**config.mk**
```make
export PLATFORM = sky130hd
export DESIGN_NAME = eth_frame_dispatcher
export DESIGN_NICKNAME = d
export VERILOG_FILES = /design/src/rtl/eth_parser_pkg.sv /design/src/rtl/axis_sync_fifo.sv /design/src/rtl/eth_frame_dispatcher.sv
export SDC_FILE = /design/constraint.sdc
export NUM_CORES = 2
export LEC_CHECK = 0
export BUFFER_PORTS_ARGS = -buffer_cell sky130_fd_sc_hd__buf_4
export CAP_MARGIN = 10
export CELL_PAD_IN_SITES_DETAIL_PLACEMENT = 0
export CELL_PAD_IN_SITES_GLOBAL_PLACEMENT = 1
export CORE_ASPECT_RATIO = 2
export CORE_MARGIN = 1.5
export CORE_UTILIZATION = 51
export CTS_CLUSTER_DIAMETER = 50
export DETAILED_ROUTE_END_ITERATION = 6
export GPL_TIMING_DRIVEN = 0
export PLACE_DENSITY = 0.73
export SYNTH_ARGS = -nofsm -noshare
export SYNTH_HDL_FRONTEND = slang
export SYNTH_MEMORY_MAX_BITS = 65536
export SYNTH_SLANG_ARGS = --single-unit
```
**constraint.sdc**
```tcl
create_clock -name clk -period 9.2 [get_ports clk]
set_input_delay 1.84 -clock clk [delete_from_list [all_inputs] [get_ports clk]]
set_output_delay 1.84 -clock clk [all_outputs]
set_load 0.03 [all_outputs]
```
**src/rtl/eth_parser_pkg.sv**
```systemverilog
// Shared types for the Ethernet parser and the frame dispatcher that sits behind it.
// Holds the per-frame metadata layout, the egress route encoding, the dispatcher
// state encoding and a helper that turns parsed protocol flags into a route.
package eth_parser_pkg;

    typedef struct packed {
        logic [47:0] dest_mac;
        logic        vlan_present;
        logic [11:0] vlan_id;
        logic        is_ipv4;
        logic        is_ipv6;
        logic        is_arp;
        logic        is_unknown;
    } eth_metadata_t;

    typedef enum logic [1:0] {
        ROUTE_IPV4  = 2'd0,
        ROUTE_IPV6  = 2'd1,
        ROUTE_ARP   = 2'd2,
        ROUTE_OTHER = 2'd3
    } route_t;

    typedef enum logic [1:0] {
        ST_IDLE = 2'd0,
        ST_FWD  = 2'd1,
        ST_DROP = 2'd2
    } dispatch_state_t;

    localparam logic [47:0] MAC_BROADCAST = 48'hFFFF_FFFF_FFFF;

    // Protocol flags are one-hot from the parser; anything unflagged goes to the catch-all route.
    function automatic route_t routeOf(input eth_metadata_t meta);
        route_t route;
        if (meta.is_ipv4) begin
            route = ROUTE_IPV4;
        end else if (meta.is_ipv6) begin
            route = ROUTE_IPV6;
        end else if (meta.is_arp) begin
            route = ROUTE_ARP;
        end else begin
            route = ROUTE_OTHER;
        end
        return route;
    endfunction

endpackage

```
**src/rtl/axis_sync_fifo.sv**
```systemverilog
// Single-clock show-ahead FIFO: the head entry is always visible on o_rd_data,
// and i_rd_en consumes it. Writes into a full FIFO and reads from an empty one are ignored.
module axis_sync_fifo #(
    parameter int WIDTH = 8,
    parameter int DEPTH = 4
) (
    input  logic                   clk,
    input  logic                   rst,
    input  logic                   i_wr_en,
    input  logic [WIDTH-1:0]       i_wr_data,
    input  logic                   i_rd_en,
    output logic [WIDTH-1:0]       o_rd_data,
    output logic                   o_empty,
    output logic [$clog2(DEPTH):0] o_count
);

    localparam int AW = $clog2(DEPTH);

    logic [WIDTH-1:0] r_mem [DEPTH];
    logic [AW:0]      r_wrPtr;
    logic [AW:0]      r_rdPtr;
    logic             w_empty;
    logic             w_full;
    logic             w_write;
    logic             w_read;

    // Pointers carry one extra wrap bit so full and empty can be told apart.
    assign w_empty = (r_wrPtr == r_rdPtr);
    assign w_full  = (r_wrPtr[AW] != r_rdPtr[AW]) && (r_wrPtr[AW-1:0] == r_rdPtr[AW-1:0]);
    assign w_write = i_wr_en & ~w_full;
    assign w_read  = i_rd_en & ~w_empty;

    assign o_rd_data = r_mem[r_rdPtr[AW-1:0]];
    assign o_empty   = w_empty;
    assign o_count   = r_wrPtr - r_rdPtr;

    // Storage array; contents need no reset because the pointers define validity.
    always_ff @(posedge clk) begin
        if (w_write) begin
            r_mem[r_wrPtr[AW-1:0]] <= i_wr_data;
        end
    end

    // Pointer advance on accepted writes and reads.
    always_ff @(posedge clk or posedge rst) begin
        if (rst) begin
            r_wrPtr <= '0;
            r_rdPtr <= '0;
        end else begin
            if (w_write) begin
                r_wrPtr <= r_wrPtr + 1'b1;
            end
            if (w_read) begin
                r_rdPtr <= r_rdPtr + 1'b1;
            end
        end
    end

endmodule

```
**src/rtl/eth_frame_dispatcher.sv**
```systemverilog
// Ethernet frame dispatcher: buffers parser beats, pairs each frame with its metadata
// in arrival order, filters on destination MAC and forwards accepted frames with a
// protocol route on m_axis_tdest. Rejected frames are drained silently.
// Optional VLAN filter: define ETH_DISPATCH_VLAN_FILTER_EN to add cfg_vlan_en/cfg_vlan_id.
module eth_frame_dispatcher
    import eth_parser_pkg::*;
#(
    parameter int DATA_WIDTH = 64,
    parameter int FIFO_DEPTH = 64,
    parameter int META_DEPTH = 4
) (
    input  logic                               clk,
    input  logic                               rst,
    input  logic [DATA_WIDTH-1:0]              s_axis_tdata,
    input  logic                               s_axis_tvalid,
    output logic                               s_axis_tready,
    input  logic                               s_axis_tlast,
    input  logic [$bits(eth_metadata_t)-1:0]   s_axis_tuser,
    input  logic                               s_axis_tuser_valid,
    output logic [DATA_WIDTH-1:0]              m_axis_tdata,
    output logic                               m_axis_tvalid,
    input  logic                               m_axis_tready,
    output logic                               m_axis_tlast,
    output logic [1:0]                         m_axis_tdest,
    input  logic [47:0]                        cfg_local_mac,
    input  logic                               cfg_promisc,
`ifdef ETH_DISPATCH_VLAN_FILTER_EN
    input  logic                               cfg_vlan_en,
    input  logic [11:0]                        cfg_vlan_id,
`endif
    output logic [31:0]                        fwd_count,
    output logic [31:0]                        drop_count,
    output logic                               err_meta
);

    localparam int MW  = $bits(eth_metadata_t);
    localparam int CW  = $clog2(META_DEPTH) + 1;
    localparam int FCW = $clog2(FIFO_DEPTH) + 1;
    localparam logic [CW:0]    META_LIMIT = (CW + 1)'(META_DEPTH);
    localparam logic [FCW-1:0] DATA_LIMIT = FCW'(FIFO_DEPTH);
    localparam logic [31:0]    COUNT_MAX  = 32'hFFFF_FFFF;

    logic                  r_readyEn;
    logic                  r_inFrame;
    logic                  r_errMeta;
    logic [CW-1:0]         r_pending;
    dispatch_state_t       r_state;
    route_t                r_tdest;
    logic [31:0]           r_fwdCount;
    logic [31:0]           r_dropCount;

    logic                  w_beatAccept;
    logic                  w_firstBeat;
    logic [CW-1:0]         w_pendingEff;
    logic                  w_metaAccept;
    logic                  w_metaRoom;
    logic [CW-1:0]         w_metaCount;
    logic                  w_metaEmpty;
    logic [MW-1:0]         w_metaHeadRaw;
    eth_metadata_t         w_metaHead;
    logic                  w_metaPop;
    logic [FCW-1:0]        w_dataCount;
    logic                  w_dataFull;
    logic                  w_dataEmpty;
    logic [DATA_WIDTH:0]   w_dataHead;
    logic                  w_headLast;
    logic                  w_dataPop;
    logic                  w_fwdValid;
    logic                  w_macOk;
    logic                  w_vlanOk;
    logic                  w_accept;
    logic                  w_unusedMeta;

    // Ingress admission: a new frame may only start while every queued or still-unpaired
    // frame has a guaranteed metadata slot, so the metadata queue can never overflow.
    assign w_dataFull    = (w_dataCount == DATA_LIMIT);
    assign w_metaRoom    = (({1'b0, w_metaCount} + {1'b0, r_pending}) < META_LIMIT);
    assign s_axis_tready = r_readyEn & ~w_dataFull & (r_inFrame | w_metaRoom);
    assign w_beatAccept  = s_axis_tvalid & s_axis_tready;
    assign w_firstBeat   = w_beatAccept & ~r_inFrame;

    // A first beat in the same cycle as a strobe counts first, so the strobe can pair with it.
    assign w_pendingEff = r_pending + {{(CW - 1){1'b0}}, w_firstBeat};
    assign w_metaAccept = s_axis_tuser_valid & (w_pendingEff != '0);

    // Egress handshakes; DROP ignores downstream ready and never raises valid.
    assign w_headLast = w_dataHead[DATA_WIDTH];
    assign w_fwdValid = (r_state == ST_FWD) & ~w_dataEmpty;
    assign w_dataPop  = (w_fwdValid & m_axis_tready) | ((r_state == ST_DROP) & ~w_dataEmpty);
    assign w_metaPop  = (r_state == ST_IDLE) & ~w_metaEmpty;

    assign m_axis_tvalid = w_fwdValid;
    assign m_axis_tdata  = w_fwdValid ? w_dataHead[DATA_WIDTH-1:0] : '0;
    assign m_axis_tlast  = w_fwdValid & w_headLast;
    assign m_axis_tdest  = r_tdest;
    assign fwd_count     = r_fwdCount;
    assign drop_count    = r_dropCount;
    assign err_meta      = r_errMeta;

    // Destination filter: promiscuous, broadcast, any group address, or our own station.
    assign w_metaHead = eth_metadata_t'(w_metaHeadRaw);
    assign w_macOk    = cfg_promisc
                      | (w_metaHead.dest_mac == MAC_BROADCAST)
                      | w_metaHead.dest_mac[40]
                      | (w_metaHead.dest_mac == cfg_local_mac);
`ifdef ETH_DISPATCH_VLAN_FILTER_EN
    assign w_vlanOk = ~cfg_vlan_en
                    | (w_metaHead.vlan_present & (w_metaHead.vlan_id == cfg_vlan_id));
`else
    assign w_vlanOk = 1'b1;
`endif
    assign w_accept     = w_macOk & w_vlanOk;
    assign w_unusedMeta = ^{w_metaHead.is_unknown, w_metaHead.vlan_present, w_metaHead.vlan_id};

    axis_sync_fifo #(
        .WIDTH (DATA_WIDTH + 1),
        .DEPTH (FIFO_DEPTH)
    ) u_dataFifo (
        .clk       (clk),
        .rst       (rst),
        .i_wr_en   (w_beatAccept),
        .i_wr_data ({s_axis_tlast, s_axis_tdata}),
        .i_rd_en   (w_dataPop),
        .o_rd_data (w_dataHead),
        .o_empty   (w_dataEmpty),
        .o_count   (w_dataCount)
    );

    axis_sync_fifo #(
        .WIDTH (MW),
        .DEPTH (META_DEPTH)
    ) u_metaFifo (
        .clk       (clk),
        .rst       (rst),
        .i_wr_en   (w_metaAccept),
        .i_wr_data (s_axis_tuser),
        .i_rd_en   (w_metaPop),
        .o_rd_data (w_metaHeadRaw),
        .o_empty   (w_metaEmpty),
        .o_count   (w_metaCount)
    );

    // Ingress bookkeeping: frame-open flag, frames awaiting metadata, sticky orphan-strobe error.
    always_ff @(posedge clk or posedge rst) begin
        if (rst) begin
            r_readyEn <= 1'b0;
            r_inFrame <= 1'b0;
            r_pending <= '0;
            r_errMeta <= 1'b0;
        end else begin
            r_readyEn <= 1'b1;
            if (w_beatAccept) begin
                r_inFrame <= ~s_axis_tlast;
            end
            r_pending <= w_pendingEff - {{(CW - 1){1'b0}}, w_metaAccept};
            if (s_axis_tuser_valid && (w_pendingEff == '0)) begin
                r_errMeta <= 1'b1;
            end
        end
    end

    // Egress FSM: decide per frame in IDLE, then stream it out (FWD) or discard it (DROP).
    always_ff @(posedge clk or posedge rst) begin
        if (rst) begin
            r_state     <= ST_IDLE;
            r_tdest     <= ROUTE_IPV4;
            r_fwdCount  <= '0;
            r_dropCount <= '0;
        end else begin
            case (r_state)
                ST_IDLE: begin
                    if (!w_metaEmpty) begin
                        if (w_accept) begin
                            r_tdest <= routeOf(w_metaHead);
                            if (r_fwdCount != COUNT_MAX) begin
                                r_fwdCount <= r_fwdCount + 32'd1;
                            end
                            r_state <= ST_FWD;
                        end else begin
                            if (r_dropCount != COUNT_MAX) begin
                                r_dropCount <= r_dropCount + 32'd1;
                            end
                            r_state <= ST_DROP;
                        end
                    end
                end
                ST_FWD: begin
                    if (w_fwdValid && m_axis_tready && w_headLast) begin
                        r_state <= ST_IDLE;
                    end
                end
                ST_DROP: begin
                    if (!w_dataEmpty && w_headLast) begin
                        r_state <= ST_IDLE;
                    end
                end
                default: begin
                    r_state <= ST_IDLE;
                end
            endcase
        end
    end

endmodule

```
==> reports/metrics.cfg <==
[timing]
period_needed_ns = 9.09
relSlewSlack_pct = 5.40
fin_skew_ns = 0.0425
fin_ws_ns = 0.113
finalCritPeriodShare_pct = 98.8
rsz0062_at_grt = false
fin_setup_tns_ns = 0
finalHoldViolCount = 0
fmax_ghz = 0.110
final-setup-viol-count = 0
drv_slew = 0
worstMarginPinSlew_ns = 1.42

[placed_design]
place_ws_ns = -0.111
portBuffers = 303
place_hpwl_mm = 339
placed_area_mm2 = 0.184
globalplace.congestion = 0.840

[worst_hold_path]
min_to = u_metaFifo.r_wrPtr[2]
min_from = u_metaFifo.r_wrPtr[2]
min_delay_path_depth = 1
hp-class = register to register

[routing]
postRouteAntennaNets = 0
vias_per_cell = 6.51
wire_per_inst_um = 39.4
drtIter0Drc = 10496
drt_pre_antenna_iters = 7
routed_wl_mm = 492
vias = 81347
post-route-drc-count = 1

[synth]
synthArstFlopShare_pct = 2.11
synth_seq_cells = 4458
synth_largest_area_cell = edfxtp_1
ys_warn_count = 0
synth_top_area_share_pct = 76.9
ys_seq_area_share_pct = 78.3
synthTopCellsByArea = edfxtp_1 (77%), mux4_2 (19%), dfrtp_1 (1.4%)
synth_nets = 7042
yosysUniqueCellTypes = 51
netlist_instances = 6834
synth_area_mm2 = 0.170
synth_edf_count = 4364
ys.flop_type = edfxtp_1
avgSynthCellArea_um2 = 24.9

[grt]
grtUsageMet1_pct = 31.9
met2_usage_pct = 51.4
grt_pass1_vias = 84321
grt_use_total_pct = 29.2
grt-busiest-layer = met2
antenna_found_initial = 24
grt_pass1_wl_mm = 668
overflow = 0
use_met3_pct = 5.18
grt_max_degree = 66

[critical_path]
worstSetupPathType = register to output pin
worstSetupStartpointType = register
r2r_end = u_dataFifo.r_mem[21][28]
r2r_slack_ns = 0.46
crit_slowest_cell = a211oi_1
crit_path_cell_trace = buf_2, clkbuf_2, clkbuf_2, buf_16, buf_1, clkbuf_1, mux4_2, mux4_2, mux2i_1, a211oi_1, buf_4
worst_setup_path_end_kind = output pin
ff2ff_path_depth = 19
worst_ep_arrival_time_ns = 7.25
required_ns = 7.36
cp_max_fo = 16
r2r_start = u_dataFifo.r_rdPtr[1]
slowest_delay_ns = 1.13

[floorplan]
ioPinCount = 318
fp.dieH_um = 821
dieArea_mm2 = 0.338
start_util_pct = 51.2
num_rows = 300
core-area_mm2 = 0.333
die_x_um = 412

[job]
cap_violations = 0

[pwr]
cellLeakagePower_uw = 0.0614
powerDensity_mw_per_mm2 = 296
vdd_drop_max_mv = 0.258
p_total_uw = 58200

[cells_and_area]
finalNetCount = 8010
fillers = 22822
drive_gt1_share_pct = 33.3
fin_area_mm2 = 0.197
area_growth_pct = 15.4

[clock_tree]
post_cts_buffers = 0
cts_tree = built
cts_buffer_depth = 4
clk_pin_slew_ns = 0.07
cts_root_buf = clkbuf_16
htreeDepth = 5
clock_sinks = 4458
clk_latency_ns = 0.94
cts_buffers = 382

[status]
violations = design-rule violations
status = complete, but fails checks

==> critical path: cells and delay by family, from the launching register on <==
kind,cells,cell delay (ns)
buffers and inverters,7,3.91
AOI/OAI and AO/OA,1,1.13
muxes,3,0.76
DFF,1,0.48
==> state kept, by name, summed over array words and instances (netlist names) <==
register,count
err_meta,1
r_readyEn,1
u_dataFifo.r_rdPtr,7
u_dataFifo.r_mem,4160
u_dataFifo.r_wrPtr,7
u_metaFifo.r_wrPtr,3
u_metaFifo.r_mem,204
u_metaFifo.r_rdPtr,3
r_inFrame,1
m_axis_tdest,2
fwd_count,32
drop_count,32
r_pending,3
r_state,2
==> routing by layer <==
layer / part of all wire [%] / up-vias
met5: 0.015 / -
met4: 8.3 / 12
met3: 7.8 / 1334
met2: 53 / 4681
met1: 31 / 43837
li1: - / 31483
==> synth_stat cells (4+ instances only) <==
cell and n:
edfxtp_1 4364, mux4_2 1403, clkbuf_1 213, xnor2_1 101, buf_1 98, dfrtp_1 94, nor2_1 83, nand2_1 69
nor2b_1 55, nand3_1 41, nand4_1 35, buf_2 34, xor2_1 32, and3_1 31, ha_1 23, inv_1 23
nor3_1 17, a211oi_1 13, mux2i_1 12, nor4_1 12, and2_1 8, and4_1 8, nor4_2 7, o21ai_0 7
nand3b_1 5, buf_6 4, o21a_1 4
==> power breakdown <==
group          total, µW  switching (µW)  internal [µW]
registers          23100             223          22900
logic              18900           10900           8000
clock network      16200            7360           8850
total              58200           18500          39700
==> worst max-delay path by stage <==
stage                          startpoint                       end  slack, ns  cells after the start
floorplan           u_dataFifo.r_rdPtr[1]   u_dataFifo.r_mem[15][0]       0.18                     16
global placement    u_dataFifo.r_rdPtr[1]  u_dataFifo.r_mem[23][35]     -11.76                     16
detailed placement  u_dataFifo.r_rdPtr[1]  u_dataFifo.r_mem[21][35]      -0.11                     20
CTS                 u_dataFifo.r_rdPtr[1]          m_axis_tdata[21]       0.19                     15
global route        u_dataFifo.r_rdPtr[1]          m_axis_tdata[21]       0.03                     15
finish              u_dataFifo.r_rdPtr[1]          m_axis_tdata[25]       0.11                     11
==> timing repair <==
item | CTS | global route
endpoints found under the setup margin | 233 | 0
hold buffers | 0 | 0
resized for setup | 3 | 0
==> layout by cell type (no fill, tap or decap), drive strengths merged, types with 19 or more instances in the layout <==
master	netlist	routed
edfxtp	4364	4364
inv	23	34
dfrtp	94	94
ha	23	23
nand2	69	69
nor4	19	19
nor2b	55	55
nor2	83	83
and3	31	31
clkinv	2	169
bufinv	0	38
nand4	35	35
mux4	1403	1403
xor2	32	32
xnor2	101	101
clkbuf	213	667
buf	138	722
nand3	41	41
==> cell type report <==
| type | count | area, µm² | area share (%) |
|---|---|---|---|
| clock buffers | 456 | 9970 | 5.07 |
| diodes | 12 | 30.0 | 0.0153 |
| clock inverters | 229 | 2300 | 1.17 |
| inverters | 25 | 96.3 | 0.0490 |
| multi-input cells | 2000 | 36100 | 18.3 |
| plain buffers | 348 | 1450 | 0.737 |
| repair buffers | 587 | 7870 | 4.00 |
| flip-flops and latches | 4458 | 133000 | 67.8 |
| well taps | 4379 | 5480 | 2.79 |
==> through the flow <==
| step | hold WS (ns) | instances | util, % |
|---|---|---|---|
| after global placement | 0.471 | 11516 | 53.5 |
| final | 0.487 | 12494 | 59.1 |
| after CTS | 0.490 | 12470 | 59.0 |
| after global routing | 0.499 | 12485 | 59.1 |
| after detailed placement | 0.478 | 11788 | 55.3 |
| after floorplan | 0.462 | 6834 | - |
==> logic make-up after synthesis <==
family,count (synthesis),synth area share [%]
flip-flops,4458,78.3
multiplexers,1418,18.6
AND/OR/NAND/NOR,388,1.21
buffers and inverters,376,0.875
XOR/XNOR,133,0.683
AO/OA/AOI/OAI,36,0.150
adder cells (fa/ha/maj),24,0.181
other,1,0.00220
No activity file was read; power rests on OpenSTA's default activity.
